### config.mk
export PLATFORM = sky130hd
export DESIGN_NAME = imem_loader_flat
export DESIGN_NICKNAME = d
export VERILOG_FILES = /design/src/rtl/imem_loader_if.sv /design/src/rtl/imem_loader.sv /design/src/flat_wrapper.sv
export SDC_FILE = /design/constraint.sdc
export NUM_CORES = 1
export LEC_CHECK = 0
export ABC_AREA = 1
export CORE_MARGIN = 2
export CORE_UTILIZATION = 57
export CTS_CLUSTER_SIZE = 14
export DETAILED_ROUTE_END_ITERATION = 6
export GPL_TIMING_DRIVEN = 0
export PLACE_DENSITY = 0.85
export SLEW_MARGIN = 40
export SYNTH_ARGS = -nofsm -noshare
export SYNTH_HDL_FRONTEND = slang
export SYNTH_SLANG_ARGS = --single-unit
export TNS_END_PERCENT = 100
### constraint.sdc
create_clock -name CLK -period 2.78 [get_ports CLK]
set_clock_uncertainty 0.2 [all_clocks]
set_input_delay 0.417 -clock CLK [delete_from_list [all_inputs] [get_ports CLK]]
set_output_delay 0.417 -clock CLK [all_outputs]
set_load 0.005 [all_outputs]
### src/rtl/imem_loader_if.sv
// Byte-stream in / instruction-memory write port out, as seen by the loader.
// master: loader side; slave: byte source and memory side (testbench or SoC glue).
interface imem_loader_if #(
    parameter int ADDR_W = 16
);
    logic              rx_valid;
    logic [7:0]        rx_data;
    logic              rx_ready;
    logic              imem_we;
    logic [ADDR_W-1:0] imem_addr;
    logic [15:0]       imem_wdata;

    modport master (
        input  rx_valid, rx_data,
        output rx_ready, imem_we, imem_addr, imem_wdata
    );

    modport slave (
        output rx_valid, rx_data,
        input  rx_ready, imem_we, imem_addr, imem_wdata
    );
endinterface

### src/rtl/imem_loader.sv
// Boot-time program loader: parses A5/count/words[/checksum] frames from a byte
// stream, writes words into instruction memory and holds the core until done.
// Ports: CLK, RST (sync, active-high); bus (imem_loader_if.master: rx_valid,
// rx_data, rx_ready, imem_we, imem_addr, imem_wdata); core_hold, done, err.
// Option: define LOADER_CHECKSUM_EN to require a trailing 8-bit sum byte.
module imem_loader #(
    parameter int DEPTH  = 256,
    parameter int ADDR_W = 16
) (
    input  logic         CLK,
    input  logic         RST,
    imem_loader_if.master bus,
    output logic         core_hold,
    output logic         done,
    output logic         err
);
    typedef enum logic [3:0] {
        S_IDLE,
        S_CNT_HI,
        S_CNT_LO,
        S_DAT_HI,
        S_DAT_LO,
        S_WRITE,
`ifdef LOADER_CHECKSUM_EN
        S_CHK,
`endif
        S_DONE,
        S_ERR
    } state_t;

    // State entered once the last word (or a zero count) has been handled.
`ifdef LOADER_CHECKSUM_EN
    localparam state_t L_FIN = S_CHK;
`else
    localparam state_t L_FIN = S_DONE;
`endif

    state_t            r_state;
    state_t            w_state_nxt;
    logic [15:0]       r_cnt;
    logic [7:0]        r_hi;
    logic [7:0]        r_lo;
    logic [ADDR_W-1:0] r_idx;
`ifdef LOADER_CHECKSUM_EN
    logic [7:0]        r_sum;
`endif

    logic        w_acc;
    logic        w_hdr;
    logic [15:0] w_cnt;
    logic        w_last;

    assign w_acc  = bus.rx_valid && bus.rx_ready;
    assign w_hdr  = w_acc && (bus.rx_data == 8'hA5);
    assign w_cnt  = {r_cnt[15:8], bus.rx_data};
    assign w_last = (32'(r_idx) + 32'd1) == {16'd0, r_cnt};

    assign bus.rx_ready   = (r_state != S_WRITE);
    assign bus.imem_we    = (r_state == S_WRITE);
    assign bus.imem_addr  = r_idx;
    assign bus.imem_wdata = {r_hi, r_lo};
    assign core_hold      = (r_state != S_DONE);
    assign done           = (r_state == S_DONE);
    assign err            = (r_state == S_ERR);

    always_comb begin
        w_state_nxt = r_state;
        unique case (r_state)
            S_IDLE, S_DONE, S_ERR: begin
                if (w_hdr) w_state_nxt = S_CNT_HI;
            end
            S_CNT_HI: begin
                if (w_acc) w_state_nxt = S_CNT_LO;
            end
            S_CNT_LO: begin
                if (w_acc) begin
                    if ({16'd0, w_cnt} > 32'(DEPTH))
                        w_state_nxt = S_ERR;
                    else if (w_cnt == 16'd0)
                        w_state_nxt = L_FIN;
                    else
                        w_state_nxt = S_DAT_HI;
                end
            end
            S_DAT_HI: begin
                if (w_acc) w_state_nxt = S_DAT_LO;
            end
            S_DAT_LO: begin
                if (w_acc) w_state_nxt = S_WRITE;
            end
            S_WRITE: begin
                w_state_nxt = w_last ? L_FIN : S_DAT_HI;
            end
`ifdef LOADER_CHECKSUM_EN
            S_CHK: begin
                if (w_acc)
                    w_state_nxt = (bus.rx_data == r_sum) ? S_DONE : S_ERR;
            end
`endif
            default: w_state_nxt = S_IDLE;
        endcase
    end

    always_ff @(posedge CLK) begin
        if (RST) begin
            r_state <= S_IDLE;
            r_cnt   <= '0;
            r_hi    <= '0;
            r_lo    <= '0;
            r_idx   <= '0;
`ifdef LOADER_CHECKSUM_EN
            r_sum   <= '0;
`endif
        end else begin
            r_state <= w_state_nxt;
            if (r_state == S_WRITE) r_idx <= r_idx + 1'b1;
            if (w_acc) begin
                unique case (r_state)
                    S_IDLE, S_DONE, S_ERR: begin
                        if (w_hdr) begin
                            r_idx <= '0;
`ifdef LOADER_CHECKSUM_EN
                            r_sum <= '0;
`endif
                        end
                    end
                    S_CNT_HI: r_cnt[15:8] <= bus.rx_data;
                    S_CNT_LO: r_cnt[7:0]  <= bus.rx_data;
                    S_DAT_HI: r_hi        <= bus.rx_data;
                    S_DAT_LO: r_lo        <= bus.rx_data;
                    default: ;
                endcase
`ifdef LOADER_CHECKSUM_EN
                // Every byte after the header up to the checksum itself.
                if (r_state inside {S_CNT_HI, S_CNT_LO, S_DAT_HI, S_DAT_LO})
                    r_sum <= r_sum + bus.rx_data;
`endif
            end
        end
    end
endmodule

### src/flat_wrapper.sv
// flat-port wrapper written by rule: the top's interface ports become plain ports
module imem_loader_flat 
#(
    parameter int DEPTH  = 256,
    parameter int ADDR_W = 16
)
  (CLK, RST, core_hold, done, err, bus_rx_valid, bus_rx_data, bus_rx_ready, bus_imem_we, bus_imem_addr, bus_imem_wdata);
  imem_loader_if #(.ADDR_W(ADDR_W)) bus_i ();
  input  logic CLK;
  input  logic RST;
  output logic core_hold;
  output logic done;
  output logic err;
  input wire logic [$bits(bus_i.rx_valid)-1:0] bus_rx_valid;
  input wire logic [$bits(bus_i.rx_data)-1:0] bus_rx_data;
  output wire logic [$bits(bus_i.rx_ready)-1:0] bus_rx_ready;
  output wire logic [$bits(bus_i.imem_we)-1:0] bus_imem_we;
  output wire logic [$bits(bus_i.imem_addr)-1:0] bus_imem_addr;
  output wire logic [$bits(bus_i.imem_wdata)-1:0] bus_imem_wdata;
  assign bus_i.rx_valid = bus_rx_valid;
  assign bus_i.rx_data = bus_rx_data;
  assign bus_rx_ready = bus_i.rx_ready;
  assign bus_imem_we = bus_i.imem_we;
  assign bus_imem_addr = bus_i.imem_addr;
  assign bus_imem_wdata = bus_i.imem_wdata;
  imem_loader #(.DEPTH(DEPTH), .ADDR_W(ADDR_W)) u_core (.CLK(CLK), .RST(RST), .bus(bus_i), .core_hold(core_hold), .done(done), .err(err));
endmodule
Yosys cells after proc, flatten, opt, wreduce, memory -nomap -nowiden
Index checks and enable logic that the tools add are counted.
{"block": "op_classes", "addsub": 2, "magnitude_cmp": 1, "eq_ne": 16, "muxes": 13, "reduce_logical": 10}
{"cell": "16-bit two-way mux", "n": 4}
{"cell": "32-bit by 16-bit equality test with 1-bit output", "n": 1}
{"cell": "4-bit two-way mux", "n": 6}
{"cell": "4-bit one-hot mux with 6 select lines", "n": 1}
{"cell": "16-bit by 1-bit adder with 17-bit output, second input constant", "n": 1}
{"cell": "16-bit by 1-bit adder with 16-bit output, second input constant", "n": 1}
{"cell": "4-bit by 3-bit equality test with 1-bit output, second input constant", "n": 4}
{"cell": "16-bit by 9-bit > comparator with 1-bit output, second input constant", "n": 1}
{"cell": "16-bit zero test", "n": 1}
{"cell": "2-bit by 1-bit inequality test with 1-bit output, second input constant", "n": 5}
{"cell": "4-bit by 2-bit equality test with 1-bit output, second input constant", "n": 2}
{"cell": "8-bit equality test, second input constant", "n": 1}
{"cell": "4-bit by 3-bit inequality test with 1-bit output, second input constant", "n": 2}
{"cell": "2-bit AND reduction", "n": 4}
{"cell": "3-bit two-way mux", "n": 2}
{"cell": "5-bit AND reduction", "n": 1}
{"cell": "4-bit by 1-bit equality test with 1-bit output, second input constant", "n": 1}
{"cell": "4-bit zero test", "n": 1}
{"cell": "3-bit OR reduction", "n": 1}
{"cell": "1-bit logical AND", "n": 2}
{"block": "word_totals", "regBits": 52, "input_bits": 11, "out_inout_bits": 37, "elab_cells": 48}

Longest topological paths before layout
Gate-level depths: netlist of run 1.
{"block": "logic_depth", "ltp_word": 6, "ltp_mapped": 14}

Least setup slack after synthesis of run 1
Ideal clock, no wire load.
{"block": "synth_timing", "kind": "flip-flop to flip-flop", "start": "register u_core.r_idx[0], in the netlist u_core.bus.imem_addr[0]", "end": "register u_core.r_state[0]", "setup_ns": 0.122, "arrival_time_ns": 1.619, "required_time_ns": 2.458, "slack_ns": 0.840, "stages_incl_launch_ff": 14, "path_buffers": 1, "synth_period_minus_slack_ns": 1.940, "cell_sequence": "dfxtp_1 -> ha_1 -> nand2_2 -> nor2_2 -> buf_4 -> nand3_2 -> nand2_1 -> nand2_1 -> nand2_1 -> nand2_1 -> nor2_1 -> nand3_1 -> o21ai_0 -> a21oi_1"}
{"block": "synth_between", "elab_chain_len": 4}
{"item": "from (decl)", "line": "imem_loader.sv:43", "source": "logic [ADDR_W-1:0] r_idx;"}
{"item": "from (signal assigned)", "line": "imem_loader.sv:116", "source": "if (r_state == S_WRITE) r_idx <= r_idx + 1'b1;"}
{"item": "16-bit by 1-bit adder with 17-bit output", "line": "imem_loader.sv:56", "source": "assign w_last = (32'(r_idx) + 32'd1) == {16'd0, r_cnt};"}
{"item": "32-bit by 16-bit equality test with 1-bit output", "line": "imem_loader.sv:56"}
{"item": "3-bit two-way mux", "line": "imem_loader.sv:92", "source": "w_state_nxt = w_last ? L_FIN : S_DAT_HI;"}
{"item": "4-bit one-hot mux with 6 select lines", "line": "imem_loader.sv:68", "source": "unique case (r_state)"}
{"item": "to (signal assigned)", "line": "imem_loader.sv:115", "source": "r_state <= w_state_nxt;"}
{"item": "to (decl)", "line": "imem_loader.sv:38", "source": "state_t r_state;"}
Every way passes these cells.
A chain may end at the register's enable or synchronous reset.

Worst setup path in the final report of run 1
{"block": "layout_timing", "start": "register u_core.r_state[0]", "end": "output port bus_imem_we"}
{"block": "layout_between", "elab_chain_len": 1}
{"item": "4-bit by 3-bit equality test with 1-bit output", "line": "imem_loader.sv:59", "source": "assign bus.imem_we = (r_state == S_WRITE);"}
{"item": "to (decl)", "line": "flat_wrapper.sv:17", "source": "output wire logic [$bits(bus_i.imem_we)-1:0] bus_imem_we;"}
Every way passes these cells.

==> flow_metrics.py, run 1 <==
metrics = {
    "cts": {
        "root_buffer": "clkbuf_8",
        "clock-sinks": 51,
        "cts-buffers-inserted": 5,
        "htreeDepth": 2,
        "clock_path_buffers": 2,
        "path_clk_slew_ns": 0.10,
        "cts_setup_buffers": 0,
        "clkLatencyLatePin_ns": 0.32,
        "cts_tree": "yes",
    },
    "synthesis": {
        "synth-simple-area-share": 0.3625,
        "yosys.cell_types.count": 27,
        "synth_xor_area_frac": 0.02074,
        "synth_top_family_by_area": "simple AND/OR/NAND/NOR gates",
        "synthCells": 422,
        "synth_nets": 434,
        "synth_compound_area_frac": 0.1587,
        "synth-seq-cells": 51,
        "synthAdderAreaFrac": 0.004509,
        "yosysWarningCount": 0,
        "synth_mux_area_frac": 0,
        "synth_area_um2": 2775,
        "syn_area_per_cell_um2": 6.576,
        "yosysSeqAreaShare": 0.3679,
    },
    "power_and_ir_drop": {
        "p_int_mw": 1.398,
        "peakVddDrop_mv": 0.4213,
        "power_frac_clock": 0.207,
        "leakagePower_nw": 1.268,
        "pwr-share-comb": 0.373,
        "netSwitchingFraction": 0.3897,
        "p_seq_frac": 0.420,
        "p_sw_uw": 892.8,
        "p_per_area_nw_per_um2": 668.6,
    },
    "floorplan": {
        "dieHeight_um": 73.78,
        "coreArea_um2": 4723,
        "dieArea_um2": 5443,
        "ioPinCount": 48,
        "start_util": 0.5875,
        "dieWidth_um": 73.78,
        "std_cell_rows": 25,
    },
    "hold_path": {
        "holdPathStages": 2,
        "min-delay-path-class": "register to register",
    },
    "global_routing": {
        "grt_pass1_wl_um": 11990,
        "grt_overflow_total": 0,
        "grt_max_degree": 17,
        "first_global_vias": 2743,
        "track_usage": 0.2878,
        "antenna_found_initial": 0,
    },
    "final_layout": {
        "fin_nets": 486,
        "seqCellArea_um2": 1021,
        "stdcell_count": 542,
        "drive_above_1_share": 0.05474,
        "stdcell_area_um2": 3426,
        "multi_input_area_um2": 1524,
        "diodes": 0,
        "fillerInstances": 396,
        "area_growth_pct": 23.44,
    },
    "critical_path": {
        "cpMaxStageDelayCell": "clkdlybuf4s50_1",
        "rr_endpoint": "u_core.r_state[0]$_SDFFE_PP0P_",
        "path_cells": "inv_1 > nor2_2 > nand2_4 > clkinvlp_4 > clkdlybuf4s50_1",
        "cpPeakStageDelay_ns": 0.55,
        "crit_fanout": 18,
        "cp-startpoint": "u_core.r_state[0]$_SDFFE_PP0P_",
        "cp-end-kind": "output pin",
        "timing.rr.start": "u_core.bus.imem_addr[0]$_SDFF_PP0_",
        "criticalPathCategory": "register to output pin",
        "rr_worst_depth": 12,
        "endpoint": "bus_imem_we",
        "rrSetupSlack_ns": 0.47,
        "cp-start-kind": "register",
        "cp_data_arrival_time_ns": 1.99,
        "worstPathRequired_ns": 2.16,
    },
    "timing": {
        "finalHoldViolations": 0,
        "fin_crit_sh": 0.9372,
        "worst_pin_slew_ns": 0.6229,
        "max_freq_mhz": 383.8,
        "setup_viol": 0,
        "drv_slew": 0,
        "finalCriticalPeriod_ns": 2.606,
        "rsz0062_at_grt": "no",
        "tns_ns": 0,
        "slew_headroom": 0.5847,
    },
    "route": {
        "wl_per_cell_um": 13.84,
        "antenna_left": 0,
        "drc": 0,
        "vias": 3076,
        "vias_per_cell": 5.675,
        "wl_um": 7499,
        "dr.pass1.iters": 5,
        "drtIter0Drc": 279,
    },
    "outcome": {
        "outcome": "finished clean",
    },
    "placement": {
        "dp.final_hpwl_um": 5491,
        "dpl_cell_area_um2": 3319,
        "place_congestion": 0.8986,
        "port_buffers": 46,
        "dp.cells": 535,
    },
    "run": {
        "max_cap_viol_count": 0,
    },
}
layout by cell type (no fill, tap or decap), types with 2 or more instances in the layout:
cell type         n
dfxtp_1          51
clkinvlp_4        2
nand2_2           2
nor2_2            6
a31oi_1           5
nor2_1           33
nor4_1            2
clkbuf_8          6
a21oi_1          40
nor2_4            3
o21ai_0          28
clkbuf_1          9
clkdlybuf4s50_1  46
nand2_1          96
a211oi_1          7
inv_1            49
xor2_1            3
nand3_1          58
nand4_1          16
stage by stage:
step / total power, mW / worst slack, ns / util / hold WS [ns]
2_1_floorplan: 1.523 / 0.8397 / - / 0.2445
3_3_place_gp: 1.785 / 0.09159 / 0.7028 / 0.2485
3_5_place_dp: 1.806 / 0.03257 / 0.7028 / 0.2578
4_1_cts: 2.282 / 0.01050 / 0.7261 / 0.2635
5_1_grt: 2.439 / 0.01110 / 0.7253 / 0.2976
6_report: 2.291 / 0.1745 / 0.7253 / 0.2689
power by group through the flow:
stage | Combinational (mW) | Sequential [mW] | Clock [mW]
final | 0.854 | 0.963 | 0.474
after floorplan | 0.571 | 0.952 | 0
after global placement | 0.818 | 0.968 | 0
after CTS | 0.848 | 0.959 | 0.475
after detailed placement | 0.835 | 0.971 | 0
after global routing | 0.963 | 0.978 | 0.498
sequential cells by signal (all words and copies together) (netlist names):
register and flops:
u_core.bus.imem_addr 16, u_core.r_cnt 16, u_core.r_hi 8, u_core.r_lo 8, u_core.r_state 3
repair_timing:
item                       4_1_cts  5_1_grt
hold buffers                     0        0
gates resized for setup          3        2
setup endpoints to repair        2        2
synth_stat cells (all sizes together):
| master | count | area share |
|---|---|---|
| nand2 | 99 | 0.14 |
| nand3 | 59 | 0.11 |
| dfxtp | 51 | 0.37 |
| inv | 50 | 0.068 |
| nor2 | 42 | 0.069 |
| a21oi | 41 | 0.075 |
| o21ai | 28 | 0.050 |
| nand4 | 16 | 0.036 |
| clkbuf | 10 | 0.014 |
| a211oi | 7 | 0.019 |
| a31oi | 5 | 0.011 |
| xor2 | 3 | 0.0095 |
| buf | 2 | 0.0045 |
| nor3 | 2 | 0.0054 |
| nor4 | 2 | 0.0045 |
| and3 | 1 | 0.0023 |
| ha | 1 | 0.0045 |
| o21bai | 1 | 0.0027 |
| xnor2 | 1 | 0.0032 |
| xnor3 | 1 | 0.0081 |
layer usage:
metal	global-route usage	part of all wire	vias to the layer above
li1	-	-	1518
met1	0.3511	0.43	1395
met2	0.4940	0.48	147
met3	0.04390	0.070	16
met4	0.1333	0.021	0
met5	0	0	-
critical path, delay by kind of cell, from the launching register on:
family	cells	cell delay [ns]
buffers and inverters	3	0.93
AND/OR/NAND/NOR	2	0.33
flip-flops	1	0.40
worst min-delay path by stage:
stage                                  start                            end  slack (ns)
2_1_floorplan  u_core.r_cnt[15]$_SDFFE_PP0P_  u_core.r_cnt[15]$_SDFFE_PP0P_        0.24
3_3_place_gp     u_core.r_hi[7]$_SDFFE_PP0P_    u_core.r_hi[7]$_SDFFE_PP0P_        0.25
3_5_place_dp     u_core.r_lo[4]$_SDFFE_PP0P_    u_core.r_lo[4]$_SDFFE_PP0P_        0.26
4_1_cts                                  RST    u_core.r_hi[0]$_SDFFE_PP0P_        0.26
5_1_grt         u_core.r_cnt[4]$_SDFFE_PP0P_   u_core.r_cnt[4]$_SDFFE_PP0P_        0.30
6_report         u_core.r_lo[1]$_SDFFE_PP0P_    u_core.r_lo[1]$_SDFFE_PP0P_        0.27
area by class of cell:
class,instances,area share
Sequential cell,51,0.2980
Buffer,11,0.01351
Clock inverter,2,0.004748
Timing Repair Buffer,46,0.1344
Clock buffer,6,0.02411
Tap cell,67,0.02447
Inverter,50,0.05588
Multi-Input combinational cell,309,0.4448
kinds of logic after synthesis:
kind of cell / Yosys count
and+or+nand+nor: 221
AOI/OAI and AO/OA: 82
buffers and inverters: 62
adders and majority gates: 1
xor gates and xnor gates: 5
DFF: 51
(Power assumes the default switching activity.)
==> run 2: changes to the inputs <==
--- a/config.mk
+++ b/config.mk
@@ -6,12 +6,12 @@
 export NUM_CORES = 1
 export LEC_CHECK = 0
 export ABC_AREA = 1
-export CORE_MARGIN = 2
-export CORE_UTILIZATION = 57
+export CORE_MARGIN = 8
+export CORE_UTILIZATION = 50
 export CTS_CLUSTER_SIZE = 14
 export DETAILED_ROUTE_END_ITERATION = 6
 export GPL_TIMING_DRIVEN = 0
-export PLACE_DENSITY = 0.85
+export PLACE_DENSITY = 0.76
 export SLEW_MARGIN = 40
 export SYNTH_ARGS = -nofsm -noshare
 export SYNTH_HDL_FRONTEND = slang
==> run 2 against run 1 <==
Power rose by 0.60%; cell area grew 0.77%; combinational power increased by 2%; critical endpoint unchanged; non-clock buffer count is 3 higher; clock power about the same.
==> flow_metrics.py, run 2 (synthesized netlist as in run 1, its figures left out) <==
metrics = {
    "timing": {
        "slew_headroom": 0.5867,
        "drv_slew": 0,
        "max_freq_mhz": 387.0,
        "finalCriticalPeriod_ns": 2.584,
        "setup_viol": 0,
        "tns_ns": 0,
        "finalHoldViolations": 0,
        "worst_pin_slew_ns": 0.6199,
        "fin_crit_sh": 0.9295,
        "rsz0062_at_grt": "no",
    },
    "route": {
        "drtIter0Drc": 201,
        "wl_um": 7883,
        "wl_per_cell_um": 14.33,
        "vias_per_cell": 5.504,
        "drc": 0,
        "vias": 3027,
        "antenna_left": 0,
        "dr.pass1.iters": 5,
    },
    "floorplan": {
        "ioPinCount": 48,
        "dieArea_um2": 8190,
        "dieWidth_um": 90.50,
        "std_cell_rows": 27,
        "coreArea_um2": 5439,
        "start_util": 0.5102,
        "dieHeight_um": 90.50,
    },
    "final_layout": {
        "layout_common_cells": "nand2_1 (96), nand3_1 (58), dfxtp_1 (51)",
        "drive_above_1_share": 0.06067,
        "area_growth_pct": 24.39,
        "fin_nets": 489,
        "diodes": 0,
        "layout_commonest_cell": "nand2_1",
        "stdcell_area_um2": 3452,
    },
    "global_routing": {
        "antenna_found_initial": 0,
        "grt_pass1_wl_um": 13370,
        "grt_overflow_total": 0,
        "track_usage": 0.1932,
        "first_global_vias": 2846,
        "grt_max_degree": 19,
    },
    "critical_path": {
        "rr_endpoint": "u_core.r_state[0]$_SDFFE_PP0P_",
        "cp-end-kind": "output pin",
        "cp_data_arrival_time_ns": 1.97,
        "rrSetupSlack_ns": 0.44,
        "worstPathRequired_ns": 2.16,
        "crit_fanout": 10,
        "endpoint": "bus_imem_we",
        "cp-startpoint": "u_core.r_state[0]$_SDFFE_PP0P_",
        "cp-start-kind": "register",
        "criticalPathCategory": "register to output pin",
        "timing.rr.start": "u_core.bus.imem_addr[0]$_SDFF_PP0_",
        "rr_worst_depth": 12,
    },
    "cts": {
        "path_clk_slew_ns": 0.10,
        "postCtsHoldBufs": 0,
        "clkLatencyLatePin_ns": 0.31,
        "root_buffer": "clkbuf_8",
        "clock_path_buffers": 2,
        "cts-buffers-inserted": 5,
        "htreeDepth": 2,
        "clock-sinks": 51,
        "cts_tree": "yes",
    },
    "power_and_ir_drop": {
        "p_per_area_nw_per_um2": 667.6,
        "peakVddDrop_mv": 0.3998,
        "leakagePower_nw": 1.283,
    },
    "placement": {
        "place_congestion": 0.9261,
        "dpl_cell_area_um2": 3326,
        "dp.final_hpwl_um": 5911,
        "port_buffers": 46,
    },
    "outcome": {
        "outcome": "finished clean",
    },
    "run": {
        "max_cap_viol_count": 0,
    },
    "hold_path": {
        "min_from": "u_core.r_lo[1]$_SDFFE_PP0P_",
        "min-delay-path-class": "register to register",
        "holdPathStages": 2,
    },
}
-- run 2: cell types whose count changed in the layout (fill, tap and decap cells not counted) --
cell	delta
clkinv_4	-1
inv_6	+1
clkbuf_8	-1
buf_4	+3
inv_8	+1
-- run 2: stage by stage --
stage	power (mW)	hold slack, ns	util	cells	setup slack [ns]
finish	2.304	0.2719	0.6347	550	0.1961
global route	2.486	0.2928	0.6347	550	0.08122
CTS	2.301	0.2730	0.6319	548	0.06527
detailed placement	1.817	0.2559	0.6115	540	0.1335
global placement	1.802	0.2475	0.6115	540	0.1096
floorplan	1.523	0.2445	-	422	0.8397
-- run 2: layout make-up --
class / instances / area (um2)
Fill cell: 491 / 1987
Multi-Input combinational cell: 309 / 1524
Sequential cell: 51 / 1021
Timing Repair Buffer: 48 / 475.5
Inverter: 50 / 191.4
Tap cell: 72 / 90.09
Clock buffer: 5 / 68.82
Buffer: 12 / 53.80
Clock inverter: 3 / 27.53
-- run 2: worst max-delay path: stages (launching register included) --
cell             delay, ns
dfxtp_1               0.39
inv_1                 0.12
nor2_2                0.19
nand2_4               0.16
clkinvlp_4            0.12
buf_4                 0.17
clkdlybuf4s50_1       0.52
-- run 2: worst min path at each step --
| stage | end | slack (ns) |
|---|---|---|
| global route | u_core.r_lo[1]$_SDFFE_PP0P_ | 0.29 |
| finish | u_core.r_lo[1]$_SDFFE_PP0P_ | 0.27 |
| global placement | u_core.r_hi[7]$_SDFFE_PP0P_ | 0.25 |
| detailed placement | u_core.r_lo[1]$_SDFFE_PP0P_ | 0.26 |
| floorplan | u_core.r_cnt[15]$_SDFFE_PP0P_ | 0.24 |
| CTS | u_core.r_hi[5]$_SDFFE_PP0P_ | 0.27 |
-- run 2: power breakdown --
group | switching [mW] | total [mW] | internal [mW]
clock network | 0.283 | 0.471 | 0.187
logic | 0.514 | 0.872 | 0.358
registers | 0.115 | 0.961 | 0.846
-- run 2: routing by layer --
metal	global-route usage	vias to the layer above	wire, um
met5	0	-	0
met4	0.07351	0	214
met3	0.05320	25	594
met2	0.3112	120	3576
met1	0.2380	1356	3498
li1	-	1526	-
-- run 2: repair_timing --
item / CTS / global route
pin swaps: 0 / 0
setup endpoints to repair: 2 / 1
hold endpoints to repair: 0 / 0
buffers inserted: 0 / 2
resized for setup: 5 / 0
==> run 3: changes to the inputs <==
--- a/config.mk
+++ b/config.mk
@@ -10,8 +10,8 @@
 export CORE_UTILIZATION = 50
 export CTS_CLUSTER_SIZE = 14
 export DETAILED_ROUTE_END_ITERATION = 6
-export GPL_TIMING_DRIVEN = 0
 export PLACE_DENSITY = 0.76
+export SKIP_CTS_REPAIR_TIMING = 1
 export SLEW_MARGIN = 40
 export SYNTH_ARGS = -nofsm -noshare
 export SYNTH_HDL_FRONTEND = slang
==> run 3 against run 2 <==
Worst setup slack improved by 0.11 ns; sequential share of layout area unchanged; register-to-register slack about the same; flip-flop and latch count did not move; largest cell class unchanged; non-clock buffer count is 3 lower; power down 2.1%; routed wire length decreased by 4.1%; via count decreased by 1.9%; die area unchanged; utilization unchanged; final cell count fell by 0.55%; hold slack got worse by 0.0057 ns.
==> flow_metrics.py, run 3 (synthesized netlist as in run 1, its figures left out) <==
metrics = {
    "outcome": {
        "outcome": "finished clean",
    },
    "floorplan": {
        "start_util": 0.5102,
        "dieArea_um2": 8190,
        "dieWidth_um": 90.50,
        "dieHeight_um": 90.50,
        "std_cell_rows": 27,
        "ioPinCount": 48,
        "coreArea_um2": 5439,
    },
    "placement": {
        "place_congestion": 0.8899,
        "port_buffers": 47,
        "dpl_worst_slack_ns": 0.4181,
        "dp.final_hpwl_um": 5758,
    },
    "route": {
        "route.met2.wl_um": 3497,
        "dr_wl_met3_um": 552,
        "wl_per_cell_um": 13.82,
        "wl_um": 7558,
        "drc": 0,
        "antenna_left": 0,
        "wl_met1_um": 3368,
        "drtIter0Drc": 148,
        "vias": 2969,
        "vias_per_cell": 5.428,
        "dr.pass1.iters": 4,
        "top_layer": "met4",
    },
    "final_layout": {
        "diodes": 0,
        "drive_above_1_share": 0.06737,
        "fillerInstances": 515,
        "layout_common_cells": "nand2_1 (96), nand3_1 (58), dfxtp_1 (51)",
        "layout_commonest_cell": "nand2_1",
        "utilization": 0.6347,
        "area_growth_pct": 24.39,
        "fin_nets": 486,
    },
    "critical_path": {
        "crit_path_frequent_cell": "inv_1",
        "cp-end-kind": "output pin",
        "path_cells": "inv_1 > nor2_1 > nand2_2 > inv_1 > clkdlybuf4s50_1",
        "cpMaxStageDelayCell": "clkdlybuf4s50_1",
        "cp_data_arrival_time_ns": 1.86,
        "cp-start-kind": "register",
        "crit_fanout": 8,
        "criticalPathCategory": "register to output pin",
        "cpPeakStageDelay_ns": 0.50,
        "worstPathRequired_ns": 2.16,
    },
    "timing": {
        "finalHoldViolations": 0,
        "setup_viol": 0,
        "tns_ns": 0,
        "hold_slack_ns": 0.2662,
        "rsz0062_at_grt": "no",
        "setup_ws_ns": 0.3066,
        "finalCriticalPeriod_ns": 2.473,
        "slew_headroom": 0.6875,
        "fin_crit_sh": 0.8897,
        "max_freq_mhz": 404.3,
        "worst_pin_slew_ns": 0.4674,
        "drv_slew": 0,
    },
    "cts": {
        "htreeDepth": 2,
        "cts_tree": "yes",
        "clock_path_buffers": 2,
        "clock-sinks": 51,
        "clkLatencyLatePin_ns": 0.31,
        "cts-buffers-inserted": 5,
        "path_clk_slew_ns": 0.10,
        "root_buffer": "clkbuf_8",
    },
    "global_routing": {
        "antenna_found_initial": 0,
        "grt_max_degree": 20,
        "grt_overflow_total": 0,
        "track_usage": 0.1845,
        "grt_pass1_wl_um": 12790,
        "first_global_vias": 2745,
    },
    "power_and_ir_drop": {
        "p_per_area_nw_per_um2": 653.8,
        "leakagePower_nw": 1.302,
        "peakVddDrop_mv": 0.4046,
    },
    "hold_path": {
        "min-delay-path-class": "register to register",
    },
    "run": {
        "max_cap_viol_count": 0,
    },
}
run 3: changes by cell type in the layout (fill, tap and decap cells not counted), sizes merged:
| cell | previous run | this run |
|---|---|---|
| clkinvlp | 2 | 0 |
| clkbuf | 15 | 5 |
| clkinv | 0 | 2 |
| buf | 4 | 10 |
| clkdlybuf4s50 | 46 | 47 |
run 3: final timing paths:
check        cells past startpoint                          startpoint                        endpoint  slack, ns
min reg2reg                      2         u_core.r_lo[2]$_SDFFE_PP0P_     u_core.r_lo[2]$_SDFFE_PP0P_       0.27
max                              5      u_core.r_state[0]$_SDFFE_PP0P_                     bus_imem_we       0.31
max reg2reg                     12  u_core.bus.imem_addr[1]$_SDFF_PP0_  u_core.r_state[0]$_SDFFE_PP0P_       0.43
min                              2         u_core.r_lo[2]$_SDFFE_PP0P_     u_core.r_lo[2]$_SDFFE_PP0P_       0.27
run 3: layer usage:
layer / up-vias / track usage
li1: 1524 / -
met3: 10 / 0.05736
met5: - / 0
met4: 0 / 0.05964
met2: 81 / 0.3009
met1: 1354 / 0.2239
run 3: area by class of cell:
cell class	instances	area, um2	share of cell area
Clock buffer	5	68.82	0.01993
Clock inverter	3	22.52	0.006524
Inverter	50	187.7	0.05437
Multi-Input combinational cell	309	1516	0.4393
Sequential cell	51	1021	0.2958
Tap cell	72	90.09	0.02610
Timing Repair Buffer	57	545.5	0.1580
run 3: worst max-delay path: cells and delay by family, from the launching register on:
family / cells / cell delay, ns
buf+inv: 3 / 0.74
simple gates: 2 / 0.42
flops: 1 / 0.39
run 3: where the power goes:
group / total, mW / switching, mW / internal [mW] / leakage, nW
sequential: 0.955 / 0.109 / 0.846 / 0.414
clock: 0.439 / 0.258 / 0.181 / 0.0485
combinational: 0.863 / 0.500 / 0.363 / 0.840
run 3: through the flow:
step,area (um2),instances,power [mW]
2_1_floorplan,2775,422,1.523
3_3_place_gp,3361,539,1.816
3_5_place_dp,3361,539,1.829
4_1_cts,3452,547,2.274
5_1_grt,3452,547,2.446
6_report,3452,547,2.257
